===== src/rtl/phase_pkg.sv =====
// Shared definitions for the phase_rx dual-rail receiver: rail codes,
// channel FSM states and phase index constants.
package phase_pkg;

  localparam logic [1:0] DR_SPACER  = 2'b00;
  localparam logic [1:0] DR_ONE     = 2'b10;
  localparam logic [1:0] DR_ZERO    = 2'b01;
  localparam logic [1:0] DR_ILLEGAL = 2'b11;

  typedef enum logic {
    ST_IDLE = 1'b0,
    ST_HOLD = 1'b1
  } chan_state_t;

  localparam int unsigned N_PH    = 3;
  localparam int unsigned PH_IDX0 = 0;
  localparam int unsigned PH_IDX1 = 1;
  localparam int unsigned PH_IDX2 = 2;

  // Expected-phase pointer encodings.
  localparam logic [1:0] PH_0 = 2'd0;
  localparam logic [1:0] PH_1 = 2'd1;
  localparam logic [1:0] PH_2 = 2'd2;

endpackage


===== src/rtl/phase_rx_chan.sv =====
// One dual-rail phase channel: input synchronizer plus IDLE/HOLD 4-phase
// acknowledge FSM.
//   state   | meaning
//   ST_IDLE | ack low, waiting for a data code
//   ST_HOLD | ack high, token latched, waiting for spacer
module phase_rx_chan
  import phase_pkg::*;
#(
  parameter int SYNC_STAGES = 2
) (
  input  logic       clk,
  input  logic       rst_n,
  input  logic [1:0] rail,
  output logic       ack,
  output logic       valid,
  output logic       bit_val,
  output logic       proto_err
);

  logic [SYNC_STAGES-1:0][1:0] sync_q;
  logic [1:0]                  code;
  chan_state_t                 state;

  always_ff @(posedge clk or negedge rst_n) begin
    if (!rst_n) begin
      sync_q <= '0;
    end else begin
      sync_q <= {sync_q[SYNC_STAGES-2:0], rail};
    end
  end

  assign code = sync_q[SYNC_STAGES-1];

  always_ff @(posedge clk or negedge rst_n) begin
    if (!rst_n) begin
      state     <= ST_IDLE;
      ack       <= 1'b0;
      valid     <= 1'b0;
      bit_val   <= 1'b0;
      proto_err <= 1'b0;
    end else begin
      valid     <= 1'b0;
      proto_err <= 1'b0;
      if (code == DR_ILLEGAL) begin
        proto_err <= 1'b1;
      end else begin
        case (state)
          ST_IDLE: begin
            if (code != DR_SPACER) begin
              state   <= ST_HOLD;
              ack     <= 1'b1;
              valid   <= 1'b1;
              bit_val <= (code == DR_ONE);
            end
          end
          ST_HOLD: begin
            if (code == DR_SPACER) begin
              state <= ST_IDLE;
              ack   <= 1'b0;
            end else if ((code == DR_ONE) != bit_val) begin
              // Data flipped polarity without passing through a spacer.
              proto_err <= 1'b1;
            end
          end
          default: state <= ST_IDLE;
        endcase
      end
    end
  end

endmodule


===== src/rtl/phase_rx.sv =====
// Three-channel dual-rail phase receiver with sequence counter and sticky
// error flag. Define PHASE_RX_ORDER_CHECK_EN to enforce PH0->PH1->PH2 order.
module phase_rx
  import phase_pkg::*;
#(
  parameter int SYNC_STAGES = 2,
  parameter int CNT_W       = 8
) (
  input  logic             clk,
  input  logic             rst_n,
  input  logic [1:0]       PH0,
  input  logic [1:0]       PH1,
  input  logic [1:0]       PH2,
  output logic             ackPH0,
  output logic             ackPH1,
  output logic             ackPH2,
  output logic [2:0]       ph_valid,
  output logic [2:0]       ph_bit,
  output logic [CNT_W-1:0] cycle_cnt,
  output logic             err
);

  logic [1:0] rst_pipe;
  logic       rst_int_n;
  logic [2:0] proto_err;
  logic       order_err;
  logic       cnt_inc;

  // Assert immediately, release two clocks after rst_n rises.
  always_ff @(posedge clk or negedge rst_n) begin
    if (!rst_n) begin
      rst_pipe <= 2'b00;
    end else begin
      rst_pipe <= {rst_pipe[0], 1'b1};
    end
  end

  assign rst_int_n = rst_pipe[1];

  phase_rx_chan #(.SYNC_STAGES(SYNC_STAGES)) u_chan0 (
    .clk(clk), .rst_n(rst_int_n), .rail(PH0), .ack(ackPH0),
    .valid(ph_valid[PH_IDX0]), .bit_val(ph_bit[PH_IDX0]), .proto_err(proto_err[PH_IDX0])
  );

  phase_rx_chan #(.SYNC_STAGES(SYNC_STAGES)) u_chan1 (
    .clk(clk), .rst_n(rst_int_n), .rail(PH1), .ack(ackPH1),
    .valid(ph_valid[PH_IDX1]), .bit_val(ph_bit[PH_IDX1]), .proto_err(proto_err[PH_IDX1])
  );

  phase_rx_chan #(.SYNC_STAGES(SYNC_STAGES)) u_chan2 (
    .clk(clk), .rst_n(rst_int_n), .rail(PH2), .ack(ackPH2),
    .valid(ph_valid[PH_IDX2]), .bit_val(ph_bit[PH_IDX2]), .proto_err(proto_err[PH_IDX2])
  );

`ifdef PHASE_RX_ORDER_CHECK_EN
  logic [1:0] exp_ptr;
  logic [2:0] exp_onehot;
  logic       in_order;

  assign exp_onehot = 3'b001 << exp_ptr;
  // A lone acceptance on the expected channel; multiples never match.
  assign in_order   = (ph_valid == exp_onehot);
  assign order_err  = (|ph_valid) && !in_order;
  assign cnt_inc    = in_order && (exp_ptr == PH_2);

  always_ff @(posedge clk or negedge rst_int_n) begin
    if (!rst_int_n) begin
      exp_ptr <= PH_0;
    end else if (in_order) begin
      exp_ptr <= (exp_ptr == PH_2) ? PH_0 : exp_ptr + 2'd1;
    end
  end
`else
  assign order_err = 1'b0;
  assign cnt_inc   = ph_valid[PH_IDX2];
`endif

  always_ff @(posedge clk or negedge rst_int_n) begin
    if (!rst_int_n) begin
      cycle_cnt <= '0;
      err       <= 1'b0;
    end else begin
      if (cnt_inc) begin
        cycle_cnt <= cycle_cnt + CNT_W'(1);
      end
      if ((|proto_err) || order_err) begin
        err <= 1'b1;
      end
    end
  end

endmodule


===== config.mk =====
export PLATFORM = sky130hd
export DESIGN_NAME = phase_rx
export DESIGN_NICKNAME = d
export VERILOG_FILES = /design/src/rtl/phase_pkg.sv /design/src/rtl/phase_rx_chan.sv /design/src/rtl/phase_rx.sv
export SDC_FILE = /design/constraint.sdc
export NUM_CORES = 1
export LEC_CHECK = 0
export ABC_AREA = 1
export BUFFER_PORTS_ARGS = -buffer_cell sky130_fd_sc_hd__buf_4
export CAP_MARGIN = 30
export CORE_AREA = 2 2 56 58
export DETAILED_ROUTE_END_ITERATION = 12
export DIE_AREA = 0 0 58 60
export PLACE_DENSITY = 0.76
export SYNTH_ARGS = -nofsm -noshare
export SYNTH_HDL_FRONTEND = slang
export SYNTH_SLANG_ARGS = --single-unit

===== constraint.sdc =====
create_clock -name clk -period 1.5 [get_ports clk]
set_clock_uncertainty 0.05 [all_clocks]
set_input_delay 0.225 -clock clk [delete_from_list [all_inputs] [get_ports clk]]
set_output_delay 0.225 -clock clk [all_outputs]
set_load 0.005 [all_outputs]

==> results.cfg, run 1 <==
[detailed_routing]
final_antenna_net_count = 0
vias = 1005
wl_per_cell_um = 10.4
drc = 0
via_per_inst = 4.63
drt-total-wl_um = 2250
drt-pass1-iter-count = 3
drt_iter0_drc = 38

[logic_synthesis]
avgSynthCellArea_um2 = 10.2
synth.top_cell.area_share = 0.632
syn-num-nets = 161
synth_top_area_cell = dfrtp_1
synth_edf_count = 0
synth-seq-cells = 38
synth_ff_type = dfrtp_1
synth_cell_types = 17
synth_area_leaders = dfrtp_1 63%, nand2_1 8.0%, inv_1 7.0%
async_flop_share = 1.00
yosysSeqAreaShare = 0.632
syn_area_um2 = 1510
ys_warn_count = 0
netlist_instances = 148

[power]
power.total_mw = 2.45
clockPowerShare = 0.216
worst_ir_drop_vdd_mv = 0.832
seqPwrFrac = 0.551
power.switching_mw = 0.703
power_density_nw_per_um2 = 1330
internal_power_mw = 1.74
power_leakage_nw = 1.00
switching_share = 0.287
comb_power_share = 0.233

[timing]
rsz0062_at_grt = no
max_freq_mhz = 732
drv_slew = 0
post-route-period-util = 0.911
period_minus_slack_ps = 1370
final-setup-viol-count = 0
hold_viol = 0
tns_ps = 0

[cts]
post-cts-setup-buffers = 0
root_buffer = clkbuf_4
insertion_delay_ps = 340
cts.sinks = 38
clockBufferDepth = 2
htreeDepth = 2
cts-buffers-inserted = 5
cts_tree = yes
path_clk_slew_ps = 90

[grt]
grt_pass1_wl_um = 3930
antenna_found_initial = 0
grt_usage = 0.160
grt_pass1_vias = 969
grt_max_degree = 22
overflow = 0

[setup_path]
path_class = register to register
crit_path_start_kind = register
worst-endpoint-required_ps = 1670
path_cells = or2_2, ha_4, o21ai_1, o21ai_0
critPathMaxFanout = 4
rr_endpoint = u_chan2.ack
critPathMaxStageDelay_ps = 420
worst-r2r-setup-slack_ps = 130
worst_path_max_delay_cell = dfrtp_1
r2r_start = u_chan2.code[0]
worst_ep_arrival_time_ps = 1540
critPathCaptureType = register
worstRegToRegCells = 4

[cells_and_area]
fill_cells = 230
final_cell_mix = 38 x dfrtp_1, 32 x nand2_1, 28 x inv_1, 27 x buf_4, 10 x o21ai_0
final_common_cell = dfrtp_1
multi_input_area_um2 = 417
final_nets = 196
drive_gt1_frac = 0.212
n_antenna_cell = 0
areaGrowthSynthToFinish_pct = 22.7
instances_no_fill = 217
register_area_um2 = 951

[die]
row_count = 20
die_x_um = 58
die-area_um2 = 3480
io_pins = 26
start_util = 0.519
die_h_um = 60
coreArea_um2 = 2900

[placed_design]
dp.cells = 202
port_buffers = 25
gp_congestion = 0.744
dp_hpwl_um = 1740

[status]
status = completed

[run]
drv_cap = 0

[min_path]
hold_path.class = input port to asynchronous set/reset pin
[power groups by stage]
stage | Sequential (mW) | Clock [mW] | Combinational (mW)
2_1_floorplan | 1.36 | 0 | 0.302
3_3_place_gp | 1.35 | 0 | 0.530
3_5_place_dp | 1.37 | 0 | 0.556
4_1_cts | 1.35 | 0.558 | 0.572
5_1_grt | 1.37 | 0.602 | 0.657
6_report | 1.35 | 0.528 | 0.571
[critical path, delay by kind of cell (launching register included)]
family                     cells  cell delay (ps)
and+or+nand+nor                1              350
DFF                            1              420
AOI/OAI and AO/OA              2              220
adders and majority gates      1              220
[sequential cells by signal, summed over array words and instances, names as in the netlist, 2 cells and up]
name / flops
u_chan2.code: 2
u_chan0.code: 2
u_chan2.sync_q: 2
rst_pipe: 2
u_chan1.sync_q: 2
cycle_cnt: 8
u_chan1.code: 2
u_chan0.sync_q: 2
[per-layer routing]
layer,part of all wire,vias to the layer above,track usage
met2,0.50,28,0.258
met1,0.41,460,0.175
met3,0.052,8,0.0455
met5,0,-,0
li1,-,509,-
met4,0.035,0,0.136
[cell usage after synthesis (2+ instances only)]
master	instances
xor2_1	3
nand2_1	32
buf_4	6
a21oi_1	2
nor2_1	8
o21bai_1	3
ha_1	5
dfrtp_1	38
o21ai_0	11
nand3_1	6
inv_1	28
[per-stage QoR]
step | hold WS [ps] | utilization | worst slack, ps | instance area [µm²]
finish | 140 | 0.636 | 134 | 1850
global route | 122 | 0.636 | 52.6 | 1850
CTS | 116 | 0.632 | 32.4 | 1830
detailed placement | -38.8 | 0.587 | 43.6 | 1700
global placement | -41.9 | 0.587 | 128 | 1700
floorplan | -121 | - | 151 | 1510
[area by class of cell]
class	count	area share
inverters	28	0.0569
clock buffers	7	0.0298
flip-flops and latches	38	0.515
repair buffers	34	0.148
well taps	33	0.0224
clock inverters	1	0.00271
multi-input cells	76	0.226
[cells by family (layout without fill, tap and decap cells)]
family                   after synthesis  count (layout)  share of synthesized area
other                                  1               1                    0.00249
XOR/XNOR                               4               4                     0.0233
AND/OR/NAND/NOR                       49              49                      0.136
AO/OA/AOI/OAI                         16              16                     0.0582
buffers and inverters                 34              70                     0.0997
adder cells (fa/ha/maj)                5               5                     0.0416
flip-flops                            38              38                      0.632
multiplexers                           1               1                    0.00748
[how the worst max path moves through the flow]
stage                    start          end  slack [ps]
2_1_floorplan  u_chan2.code[0]  u_chan2.ack         150
3_3_place_gp   u_chan2.code[0]  u_chan2.ack         130
3_5_place_dp   u_chan2.code[0]  u_chan2.ack          40
4_1_cts        u_chan2.code[0]  u_chan2.ack          30
5_1_grt        u_chan1.code[1]  u_chan1.ack          50
6_report       u_chan2.code[0]  u_chan2.ack         130
[what timing repair did]
action	in CTS	in global routing
hold buffers	7	0
gates resized for setup	0	2
hold endpoints to repair	8	0
setup endpoints to repair	0	1
No activity file was read; power rests on OpenSTA's default activity.
==> run 2: changes to the inputs <==
- RECOVER_POWER: not set -> 100
==> results.cfg, run 2 (synthesis results as in run 1) <==
[cts]
path_clk_slew_ps = 90
cts.sinks = 38
cts_tree = yes
post-cts-setup-buffers = 0
htreeDepth = 2
insertion_delay_ps = 340
root_buffer = clkbuf_4
clockBufferDepth = 2
cts-buffers-inserted = 5

[min_path]
hold_path.class = input port to asynchronous set/reset pin

[power]
power_leakage_nw = 0.985
power_density_nw_per_um2 = 1320
worst_ir_drop_vdd_mv = 0.830

[timing]
drv_slew = 0
final-setup-viol-count = 0
hold_viol = 0
post-route-period-util = 0.911
tns_ps = 0
max_freq_mhz = 732
rsz0062_at_grt = no
max_slew.worst_pin.slew_ps = 780
slew_headroom = 0.480
period_minus_slack_ps = 1370

[setup_path]
path_class = register to register
crit_path_start_kind = register
crit_path_start = u_chan2.code[0]
worst_ep_arrival_time_ps = 1540
critPathCaptureType = register
r2r_start = u_chan2.code[0]
critPathMaxFanout = 4
worst-endpoint-required_ps = 1670

[die]
coreArea_um2 = 2900
start_util = 0.519
row_count = 20
die-area_um2 = 3480
die_x_um = 58
die_h_um = 60
io_pins = 26

[cells_and_area]
final_common_cell = dfrtp_1
register_area_um2 = 951
final_cell_mix = 38 x dfrtp_1, 32 x nand2_1, 29 x clkbuf_4, 28 x inv_1
fill_cells = 234
final_nets = 196
n_antenna_cell = 0
multi_input_area_um2 = 407
utilization = 0.629
largest_reg_flops = 8
areaGrowthSynthToFinish_pct = 21.4
drive_gt1_frac = 0.190
regMostFlops = cycle_cnt
finalInstanceArea_um2 = 1830

[grt]
grt_usage = 0.160
grt_max_degree = 22
grt_pass1_wl_um = 3930
grt_pass1_vias = 969
overflow = 0
antenna_found_initial = 0

[placed_design]
dp_hpwl_um = 1740
gp_congestion = 0.744
port_buffers = 25
place_area_um2 = 1700

[detailed_routing]
via_per_inst = 4.68
drc = 0
wl_per_cell_um = 10.3
drt-total-wl_um = 2230
vias = 1015
drt-pass1-iter-count = 4
drt_iter0_drc = 32
final_antenna_net_count = 0

[run]
drv_cap = 0

[status]
status = completed
==> run 2: cell types whose count changed in the layout (fill, tap and decap cells not counted), sizes merged <==
cell    delta
clkbuf    +27
buf       -27
==> run 2: timing repair <==
action | CTS | global route
endpoints found under the setup margin | 0 | 1
hold buffers | 7 | 0
resized for setup | 0 | 2
hold endpoints to repair | 8 | 0
==> run 2: final timing paths <==
| kind | to | slack [ps] | depth (start not counted) |
|---|---|---|---|
| hold / removal | rst_pipe[0] | 140 | 2 |
| min in group clk | u_chan1.code[1] | 310 | 0 |
| hold reg to reg | u_chan0.code[1] | 250 | 1 |
| setup reg to reg | u_chan2.ack | 130 | 4 |
| max in group asynchronous | cycle_cnt[0] | 560 | 1 |
| setup / recovery | u_chan2.ack | 130 | 4 |
==> run 2: critical path: stages, from the launching register on <==
cell	delay, ps
dfrtp_1	420
or2_2	350
ha_4	220
o21ai_1	120
o21ai_0	100
==> run 2: power breakdown <==
part / total (mW) / switching, mW / internal (mW)
Clock: 0.528 / 0.301 / 0.227
Combinational: 0.539 / 0.239 / 0.301
Sequential: 1.35 / 0.148 / 1.20
Total: 2.41 / 0.687 / 1.73
==> run 2: final cells by class <==
type                    count  area share
clock buffers               7      0.0301
clock inverters             1     0.00274
inverters                  28      0.0575
multi-input cells          76       0.223
flip-flops and latches     38       0.521
well taps                  33      0.0226
repair buffers             34       0.144
==> run 2: per-stage QoR <==
stage               setup WS [ps]  std cells  hold slack, ps  total power [mW]
CTS                          32.4        217             116              2.48
detailed placement           43.6        202           -38.8              1.93
global route                 52.6        217             138              2.60
finish                        134        217             140              2.41
floorplan                     151        148            -121              1.66
global placement              128        202           -41.9              1.88
==> run 2: per-layer routing <==
metal	global-route usage	part of all wire	vias up	routed length (µm)
li1	-	-	510	-
met1	0.175	0.41	471	916
met2	0.258	0.50	26	1130
met3	0.0455	0.049	8	109
met4	0.136	0.036	0	80
met5	0	0	-	0
